**config.mk**
```make
export PLATFORM = sky130hd
export DESIGN_NAME = multicycle_control
export DESIGN_NICKNAME = d
export VERILOG_FILES = /design/src/rtl/multicycle_control.sv
export SDC_FILE = /design/constraint.sdc
export NUM_CORES = 1
export LEC_CHECK = 0
export ABC_AREA = 1
export BUFFER_PORTS_ARGS = -buffer_cell sky130_fd_sc_hd__buf_2
export CORE_MARGIN = 3
export CORE_UTILIZATION = 40
export CTS_BUF_LIST = sky130_fd_sc_hd__clkbuf_16
export CTS_CLUSTER_DIAMETER = 100
export DETAILED_ROUTE_END_ITERATION = 16
export GPL_ROUTABILITY_DRIVEN = 0
export PLACE_DENSITY = 0.59
export SYNTH_ARGS = -nofsm -noshare
export SYNTH_HDL_FRONTEND = slang
export SYNTH_SLANG_ARGS = --single-unit
```
**constraint.sdc**
```tcl
create_clock -name clk -period 1.61 [get_ports clk]
set_clock_uncertainty 0.1 [all_clocks]
set_input_delay 0.2415 -clock clk [delete_from_list [all_inputs] [get_ports clk]]
set_output_delay 0.2415 -clock clk [all_outputs]
set_load 0.02 [all_outputs]
```
**src/rtl/multicycle_control.sv**
```systemverilog
// Multi-cycle MIPS control FSM: FETCH/DECODE/EXEC/MEM/WB over one shared memory port.
// Define MC_CTRL_PERF_EN to add the cycle_count/instr_count performance counters.
module multicycle_control #(
    parameter int TIMEOUT = 255,
    parameter int CNT_W   = 32
) (
    input  logic       clk,
    input  logic       reset,
    input  logic [5:0] opcode,
    input  logic [5:0] funct,
    input  logic       zero,
    input  logic       mem_ready,
    output logic       mem_req,
    output logic       mem_we,
    output logic       i_or_d,
    output logic       ir_write,
    output logic       pc_write,
    output logic [1:0] pc_src,
    output logic       reg_write,
    output logic [1:0] reg_dst,
    output logic [1:0] mem_to_reg,
    output logic       alu_src1,
    output logic       alu_src2,
    output logic       ext_op,
    output logic       lu_op,
    output logic       fault,
    output logic [2:0] state
`ifdef MC_CTRL_PERF_EN
    ,
    output logic [CNT_W-1:0] cycle_count,
    output logic [CNT_W-1:0] instr_count
`endif
);

    typedef enum logic [2:0] {
        S_FETCH  = 3'd0,
        S_DECODE = 3'd1,
        S_EXEC   = 3'd2,
        S_MEM    = 3'd3,
        S_WB     = 3'd4,
        S_FAULT  = 3'd7
    } state_e;

    typedef enum logic [2:0] {
        K_ALU, K_LW, K_SW, K_BEQ, K_J, K_JAL, K_JR, K_JALR
    } kind_e;

    localparam int TW = $clog2(TIMEOUT + 1);
    localparam logic [TW-1:0] TO_LAST = TW'(TIMEOUT - 1);

    if (TIMEOUT < 1 || CNT_W < 1) begin : g_param_check
        $error("multicycle_control: TIMEOUT and CNT_W must be >= 1");
    end

    state_e        state_q, state_d;
    logic [TW-1:0] cnt_q, cnt_d;
    kind_e         kind_q, kind_d;
    logic [1:0]    reg_dst_q, reg_dst_d;
    logic [1:0]    mem_to_reg_q, mem_to_reg_d;
    logic          alu_src1_q, alu_src1_d;
    logic          alu_src2_q, alu_src2_d;
    logic          ext_op_q, ext_op_d;
    logic          lu_op_q, lu_op_d;

    logic          legal;
    kind_e         dec_kind;
    logic [1:0]    dec_rd;
    logic [1:0]    dec_m2r;
    logic          dec_a1;
    logic          dec_a2;
    logic          dec_ext;
    logic          dec_lu;

    always_comb begin
        legal    = 1'b0;
        dec_kind = K_ALU;
        dec_rd   = 2'b00;
        dec_m2r  = 2'b00;
        dec_a1   = 1'b0;
        dec_a2   = 1'b0;
        dec_ext  = 1'b0;
        dec_lu   = 1'b0;
        case (opcode)
            6'h00: begin
                dec_rd = 2'b01;
                case (funct)
                    6'h20, 6'h21, 6'h22, 6'h23, 6'h24,
                    6'h25, 6'h26, 6'h27, 6'h2a, 6'h2b: legal = 1'b1;
                    6'h00, 6'h02, 6'h03: begin
                        legal  = 1'b1;
                        dec_a1 = 1'b1;
                    end
                    6'h08: begin
                        legal    = 1'b1;
                        dec_kind = K_JR;
                        dec_rd   = 2'b00;
                    end
                    6'h09: begin
                        legal    = 1'b1;
                        dec_kind = K_JALR;
                        dec_m2r  = 2'b10;
                    end
                    default: legal = 1'b0;
                endcase
            end
            6'h02: begin
                legal    = 1'b1;
                dec_kind = K_J;
            end
            6'h03: begin
                legal    = 1'b1;
                dec_kind = K_JAL;
                dec_rd   = 2'b10;
                dec_m2r  = 2'b10;
            end
            6'h04: begin
                legal    = 1'b1;
                dec_kind = K_BEQ;
                dec_ext  = 1'b1;
            end
            6'h23: begin
                legal    = 1'b1;
                dec_kind = K_LW;
                dec_m2r  = 2'b01;
                dec_a2   = 1'b1;
                dec_ext  = 1'b1;
            end
            6'h2b: begin
                legal    = 1'b1;
                dec_kind = K_SW;
                dec_a2   = 1'b1;
                dec_ext  = 1'b1;
            end
            6'h0f: begin
                legal  = 1'b1;
                dec_a2 = 1'b1;
                dec_lu = 1'b1;
            end
            // andi zero-extends its immediate
            6'h0c: begin
                legal  = 1'b1;
                dec_a2 = 1'b1;
            end
            6'h08, 6'h09, 6'h0a, 6'h0b: begin
                legal   = 1'b1;
                dec_a2  = 1'b1;
                dec_ext = 1'b1;
            end
            default: legal = 1'b0;
        endcase
    end

    always_comb begin
        kind_d       = kind_q;
        reg_dst_d    = reg_dst_q;
        mem_to_reg_d = mem_to_reg_q;
        alu_src1_d   = alu_src1_q;
        alu_src2_d   = alu_src2_q;
        ext_op_d     = ext_op_q;
        lu_op_d      = lu_op_q;
        if (state_q == S_DECODE && legal) begin
            kind_d       = dec_kind;
            reg_dst_d    = dec_rd;
            mem_to_reg_d = dec_m2r;
            alu_src1_d   = dec_a1;
            alu_src2_d   = dec_a2;
            ext_op_d     = dec_ext;
            lu_op_d      = dec_lu;
        end
    end

    always_comb begin
        state_d   = state_q;
        cnt_d     = '0;
        mem_req   = 1'b0;
        mem_we    = 1'b0;
        i_or_d    = 1'b0;
        ir_write  = 1'b0;
        pc_write  = 1'b0;
        pc_src    = 2'b00;
        reg_write = 1'b0;
        case (state_q)
            S_FETCH: begin
                mem_req = 1'b1;
                if (mem_ready) begin
                    ir_write = 1'b1;
                    pc_write = 1'b1;
                    state_d  = S_DECODE;
                end else if (cnt_q == TO_LAST) begin
                    state_d = S_FAULT;
                end else begin
                    cnt_d = cnt_q + 1'b1;
                end
            end
            S_DECODE: state_d = legal ? S_EXEC : S_FAULT;
            S_EXEC: begin
                case (kind_q)
                    K_LW, K_SW: state_d = S_MEM;
                    K_BEQ: begin
                        pc_write = zero;
                        pc_src   = 2'b11;
                        state_d  = S_FETCH;
                    end
                    K_J, K_JAL: begin
                        pc_write  = 1'b1;
                        pc_src    = 2'b01;
                        reg_write = (kind_q == K_JAL);
                        state_d   = S_FETCH;
                    end
                    K_JR, K_JALR: begin
                        pc_write  = 1'b1;
                        pc_src    = 2'b10;
                        reg_write = (kind_q == K_JALR);
                        state_d   = S_FETCH;
                    end
                    default: state_d = S_WB;
                endcase
            end
            S_MEM: begin
                mem_req = 1'b1;
                i_or_d  = 1'b1;
                mem_we  = (kind_q == K_SW);
                if (mem_ready) begin
                    if (kind_q == K_LW) begin
                        ir_write = 1'b1;
                        state_d  = S_WB;
                    end else begin
                        state_d = S_FETCH;
                    end
                end else if (cnt_q == TO_LAST) begin
                    state_d = S_FAULT;
                end else begin
                    cnt_d = cnt_q + 1'b1;
                end
            end
            S_WB: begin
                reg_write = 1'b1;
                state_d   = S_FETCH;
            end
            default: state_d = S_FAULT;
        endcase
        // Keep the memory and register file quiet while reset is held
        if (reset) begin
            mem_req   = 1'b0;
            mem_we    = 1'b0;
            i_or_d    = 1'b0;
            ir_write  = 1'b0;
            pc_write  = 1'b0;
            pc_src    = 2'b00;
            reg_write = 1'b0;
        end
    end

    always_ff @(posedge clk) begin
        if (reset) begin
            state_q      <= S_FETCH;
            cnt_q        <= '0;
            kind_q       <= K_ALU;
            reg_dst_q    <= 2'b00;
            mem_to_reg_q <= 2'b00;
            alu_src1_q   <= 1'b0;
            alu_src2_q   <= 1'b0;
            ext_op_q     <= 1'b0;
            lu_op_q      <= 1'b0;
        end else begin
            state_q      <= state_d;
            cnt_q        <= cnt_d;
            kind_q       <= kind_d;
            reg_dst_q    <= reg_dst_d;
            mem_to_reg_q <= mem_to_reg_d;
            alu_src1_q   <= alu_src1_d;
            alu_src2_q   <= alu_src2_d;
            ext_op_q     <= ext_op_d;
            lu_op_q      <= lu_op_d;
        end
    end

    assign reg_dst    = reg_dst_q;
    assign mem_to_reg = mem_to_reg_q;
    assign alu_src1   = alu_src1_q;
    assign alu_src2   = alu_src2_q;
    assign ext_op     = ext_op_q;
    assign lu_op      = lu_op_q;
    assign fault      = (state_q == S_FAULT);
    assign state      = state_q;

`ifdef MC_CTRL_PERF_EN
    logic [CNT_W-1:0] cycle_count_q, cycle_count_d;
    logic [CNT_W-1:0] instr_count_q, instr_count_d;
    logic             retire;

    always_comb begin
        retire = (state_q == S_EXEC || state_q == S_MEM || state_q == S_WB)
                 && state_d == S_FETCH;
        cycle_count_d = cycle_count_q;
        instr_count_d = instr_count_q;
        if (state_q != S_FAULT) begin
            cycle_count_d = cycle_count_q + 1'b1;
        end
        if (retire) begin
            instr_count_d = instr_count_q + 1'b1;
        end
    end

    always_ff @(posedge clk) begin
        if (reset) begin
            cycle_count_q <= '0;
            instr_count_q <= '0;
        end else begin
            cycle_count_q <= cycle_count_d;
            instr_count_q <= instr_count_d;
        end
    end

    assign cycle_count = cycle_count_q;
    assign instr_count = instr_count_q;
`endif

endmodule
```
# After elaboration in Yosys (flattened, before gate mapping)
# Index checks and enable logic that the tools add are counted.
[classes]
muxes = 40
addsub = 1
n_reduce_logical = 16
n_bitwise = 1
n_eq_ne = 38
[ops]
columns = ["cell", "n"]
rows = [
  ["== test 6 bit (second input constant)", 12],
  ["== test 6 x 4 -> 1 bit (second input constant)", 8],
  ["== test 6 x 2 -> 1 bit (second input constant)", 4],
  ["2-to-1 mux 1 bit", 19],
  ["== test 3 bit (second input constant)", 6],
  ["one-hot mux 3 bit (6 select lines)", 1],
  ["2-to-1 mux 3 bit", 5],
  ["one-hot mux 3 bit (5 select lines)", 1],
  ["OR reduction 15 bit", 1],
  ["== test 3 x 2 -> 1 bit (second input constant)", 4],
  ["logical NOT 6 bit", 2],
  ["one-hot mux 1 bit (2 select lines)", 6],
  ["one-hot mux 2 bit (3 select lines)", 2],
  ["one-hot mux 3 bit (2 select lines)", 2],
  ["OR reduction 11 bit", 1],
  ["adder 8 x 1 -> 8 bit (second input constant)", 1],
  ["== test 8 bit (second input constant)", 1],
  ["OR reduction 2 bit", 4],
  ["OR reduction 4 bit", 2],
  ["OR reduction 8 bit", 1],
  ["OR reduction 7 bit", 1],
  ["== test 3 x 1 -> 1 bit (second input constant)", 2],
  ["== test 6 x 3 -> 1 bit (second input constant)", 1],
  ["2-to-1 mux 2 bit", 3],
  ["6 further kinds", 6],
]
[totals]
regBits = 22
out_inout_bits = 20
in_bits = 16

# Longest topological paths before layout
[depth]
word_depth = 6
depth_mapped = 11
depth_no_buf = 10

# Worst setup path after synthesis
# OpenSTA, ideal clock, no wires.
[synth_path]
path_kind = "reg-to-output"
from = "reg state_q[1], in the netlist state[1]"
to = "out pc_src[1]"
required_time_ns = 1.268
arrival_ns = 1.400
setup_slack_ns = -0.132
path_stages_with_launch = 3
path_cell_list = "dfxtp_1 -> nand2_1 -> nor4_1"
[synth_via]
elab_chain_len = 3
[synth_rtl]
columns = ["element", "line", "text"]
rows = [
  ["start: declaration", "55", "state_e state_q, state_d;"],
  ["start signal: assignment", "266", "state_q <= state_d;"],
  ["== test 3 x 2 -> 1 bit", "182", "case (state_q)"],
  ["2-to-1 mux 2 bit", "182", ""],
  ["2-to-1 mux 2 bit", "243", "if (reset) begin"],
  ["end: declaration", "18", "output logic [1:0] pc_src,"],
]
# No other way between the ends.

# Worst setup path after layout
[layout_path]
from = "reg kind_q[1]"
to = "out ir_write"
[layout_via]
elab_chain_len = 5
[layout_rtl]
columns = ["element", "line", "text"]
rows = [
  ["start: declaration", "57", "kind_e kind_q, kind_d;"],
  ["start signal: assignment", "268", "kind_q <= kind_d;"],
  ["== test 3 x 1 -> 1 bit", "224", "if (kind_q == K_LW) begin"],
  ["2-to-1 mux 1 bit", "224", ""],
  ["2-to-1 mux 1 bit", "223", "if (mem_ready) begin"],
  ["one-hot mux 1 bit (2 select lines)", "182", ""],
  ["2-to-1 mux 1 bit", "243", ""],
  ["end: declaration", "16", "output logic ir_write,"],
]
# No other way between the ends.

==> results.cfg <==
[run_status]
outcome = complete, but fails checks
failed_checks = negative setup slack

[place]
place_area_um2 = 1870
hpwlAfterDp_um = 2580
placement.io_buffers = 35

[worst_hold_path]
timing.hold.worst.class = in2reg
hold_end = state[2]$_SDFF_PP0_
timing.hold.worst.start = reset
hold_depth = 2

[drt]
routedWlPerCell_um = 10.9
routed_via_density = 4.84
totalWireLength_um = 3500
drc = 0
vias = 1557
drt_first_iter_violations = 61
detailedRoute.firstPassIterationCount = 4
antenna_violating_nets_post_route = 0

[global_routing]
grt_pass1_wl_um = 5910
vias_in_the_first_global_route = 1407
grt_start_max_net_pins = 24
initial_antenna_violation_count = 0
grt_overflow_total = 0
grtUsageTotal_pct = 14.0

[power]
totalPowerFinal_uw = 2510
leakagePower_uw = 0.000927
vdd.ir_drop.worst_uv = 781
cellPowerDensity_nw_per_um2 = 1190

[sta]
timing.hold.ws_ns = 0.235
max_slew_violation_count = 0
slew_headroom_pct = 77.4
post-route-min-period_ns = 1.68
period_share_pct = 104
final.setup.tns_ns = -0.118
worst_slew_pin_slew_ns = 0.338
fmax_ghz = 0.595
setup_repair_after_global_routing_missed_its_margin = true
final.setup.worst_slack_ns = -0.0697
final-hold-violation-count = 0
setup_viol = 3

[critical_path]
required_ns = 1.27
end_kind = output port
cp_slowest_cell = dfxtp_4
critical_path.startpoint_type = flop
timing.critical_path.max_delay_family = flip-flops
cpPeakStageDelay_ns = 0.34
ff2ff_setup_slack_ns = 0.20
crit_arrival_ns = 1.34
critPathBufInv = 2
worst_r2r_endpoint = state[2]$_SDFF_PP0_
crit_path_cell_trace = inv_2 -> nand2_2 -> nor2_4 -> nand4_1 -> a211oi_2 -> buf_4
timing.critical_path.from = kind_q[1]$_SDFFE_PP0P_
r2r_cells = 9
worst-path-stages = 6
worst-path-max-fanout = 2
timing.setup.critical_path_class = reg2out
crit-reg2reg-launch = kind_q[1]$_SDFFE_PP0P_

[synth]
synth_edf_count = 0
synthesis.area_um2 = 1640
synthCells = 229
ys_seq_elements = 22
synth_top_cell_area_share_pct = 26.9
share_of_synthesized_area_occupied_by_flip_flops_and_latches_pct = 26.9
synth_area_per_cell_um2 = 7.15
netlist-cell-type-count = 33
postSynth.asyncResetShare_pct = 0
synthDominantAreaCellType = dfxtp_1
synth_flop_cell = dfxtp_1
synth.yosys.warnings = 0
synth_fp_nets = 247
dominant_cells_by_area_after_synthesis = dfxtp_1, nand3_2, nand2_1

[cells_and_area]
post_route_cells_drive_above_1_share_pct = 45.6
fin_nets = 293
insertedDiodeCount = 0
final_area_um2 = 2110
post-route-util_pct = 55.4
flow.area_growth_from_synthesis_pct = 28.6
register_with_the_most_flip_flops = cnt_q
layout.filler_cells = 375
largest_reg_flops = 8

[floorplanning]
design.die.area_um2 = 4900
io-pin-count = 36
core_um2 = 3800
die_height_um = 70.0
floorplan.initialDensity_pct = 43.1
dieWidth_um = 70.0
rows = 22

[clocking]
ctsLongestPathBuffers = 2
cts_inserted_buffers = 3
clk_pin_slew_ns = 0.06
clock_tree.root_cell = clkbuf_16
htree_levels = 1
cts_hold_repair.buffers = 0
clock_sink_count = 22
tritoncts = done
worstSkewPairLatency_ns = 0.25

[run]
timing.max_cap.violations = 0
-- synth_stat cells (2+ instances only) --
cell type / instances
a21oi_1: 9
a21oi_2: 12
a31oi_1: 2
buf_1: 2
buf_12: 2
dfxtp_1: 22
ha_1: 2
inv_1: 19
inv_2: 5
nand2_1: 42
nand3_1: 14
nand3_2: 17
nand4_1: 4
nor2_1: 36
nor2_2: 12
nor2_4: 2
nor3_1: 5
o21ai_0: 4
o21ai_1: 2
xor2_1: 3
-- area by class of cell --
class | instances | area (µm²) | area share [%]
clock buffers | 3 | 75.1 | 3.57
clock inverters | 1 | 30.0 | 1.43
inverters | 24 | 92.6 | 4.40
multi-input cells | 177 | 1090 | 51.9
flip-flops and latches | 22 | 463 | 22.0
well taps | 48 | 60.1 | 2.85
repair buffers | 47 | 292 | 13.8
-- timing repair --
item                       4_1_cts  5_1_grt
pin swaps                        2        7
setup endpoints to repair        8        7
gates cloned                     0        0
buffers inserted                 4        2
resized for setup               17       17
-- worst max path at each step --
| stage | to | slack (ns) |
|---|---|---|
| 3_5_place_dp | alu_src1$_SDFFE_PP0P_ | -0.01 |
| 3_3_place_gp | lu_op$_SDFFE_PP0P_ | 0.03 |
| 2_1_floorplan | mem_we | -0.007 |
| 5_1_grt | ir_write | -0.11 |
| 6_report | ir_write | -0.07 |
| 4_1_cts | ir_write | -0.06 |
-- per-layer routing --
layer / track usage, % / vias up / part of all wire (%)
li1: - / 842 / -
met4: 1.28 / 0 / 0.37
met5: 0 / - / 0
met3: 3.74 / 2 / 3.9
met2: 23.2 / 31 / 46
met1: 18.8 / 682 / 49
-- worst reg2reg max path, cell delays in order, from the launching register on --
cell and delay [ns]:
dfxtp_4 0.34, inv_2 0.05, nand2_2 0.06, nor2_4 0.11
nand4_1 0.16, buf_4 0.17, buf_4 0.12, nand2_1 0.05
a21oi_1 0.07, a21oi_1 0.11
-- metrics by stage --
stage                     cells  setup WS (ns)
after global placement      312         0.0325
after floorplan             229       -0.00678
after CTS                   320        -0.0633
after global routing        322         -0.110
final                       322        -0.0697
after detailed placement    312       -0.00991
-- kinds of logic after synthesis --
logic type	Yosys count	share of synthesized area [%]
AND/OR/NAND/NOR	139	45.6
AO/OA/AOI/OAI	32	13.8
buffers and inverters	30	10.0
flip-flops	22	26.9
XOR/XNOR	4	2.14
adder cells (fa/ha/maj)	2	1.53
-- report_power, final --
part           internal (µW)  total [µW]  switching (µW)
combinational            394        1070             677
clock                    493         681             188
sequential               638         761             123
-- placed cells by master (no fill, tap or decap) --
| cell | synthesis | routed |
|---|---|---|
| nor4_2 | 0 | 1 |
| clkbuf_16 | 0 | 3 |
| o21ai_4 | 1 | 1 |
| nand3b_1 | 1 | 1 |
| nor3b_2 | 1 | 1 |
| nor3_4 | 1 | 1 |
| xor2_1 | 3 | 3 |
| nor3_1 | 5 | 5 |
| dfxtp_4 | 0 | 6 |
| nand3_2 | 17 | 18 |
| or2_2 | 1 | 1 |
| nand2_4 | 1 | 3 |
| a21oi_1 | 9 | 8 |
| buf_4 | 1 | 14 |
| o21ai_0 | 4 | 4 |
| a21oi_2 | 12 | 13 |
| buf_2 | 0 | 31 |
| inv_2 | 5 | 6 |
| o21ai_1 | 2 | 2 |
| o211a_1 | 1 | 1 |
| a31oi_1 | 2 | 2 |
| ha_1 | 2 | 2 |
| a211oi_2 | 0 | 1 |
| nor2_2 | 12 | 15 |
| dfxtp_1 | 22 | 16 |
| nor2_4 | 2 | 4 |
| buf_6 | 0 | 1 |
| nor2_1 | 36 | 31 |
| nand3_1 | 14 | 13 |
| nand2_2 | 1 | 2 |
| bufinv_16 | 0 | 1 |
| buf_12 | 2 | 1 |
| nand4_1 | 4 | 4 |
| inv_4 | 0 | 1 |
| nand2_1 | 42 | 39 |
| xnor2_1 | 1 | 1 |
| inv_1 | 19 | 17 |
(Power assumes the default switching activity.)
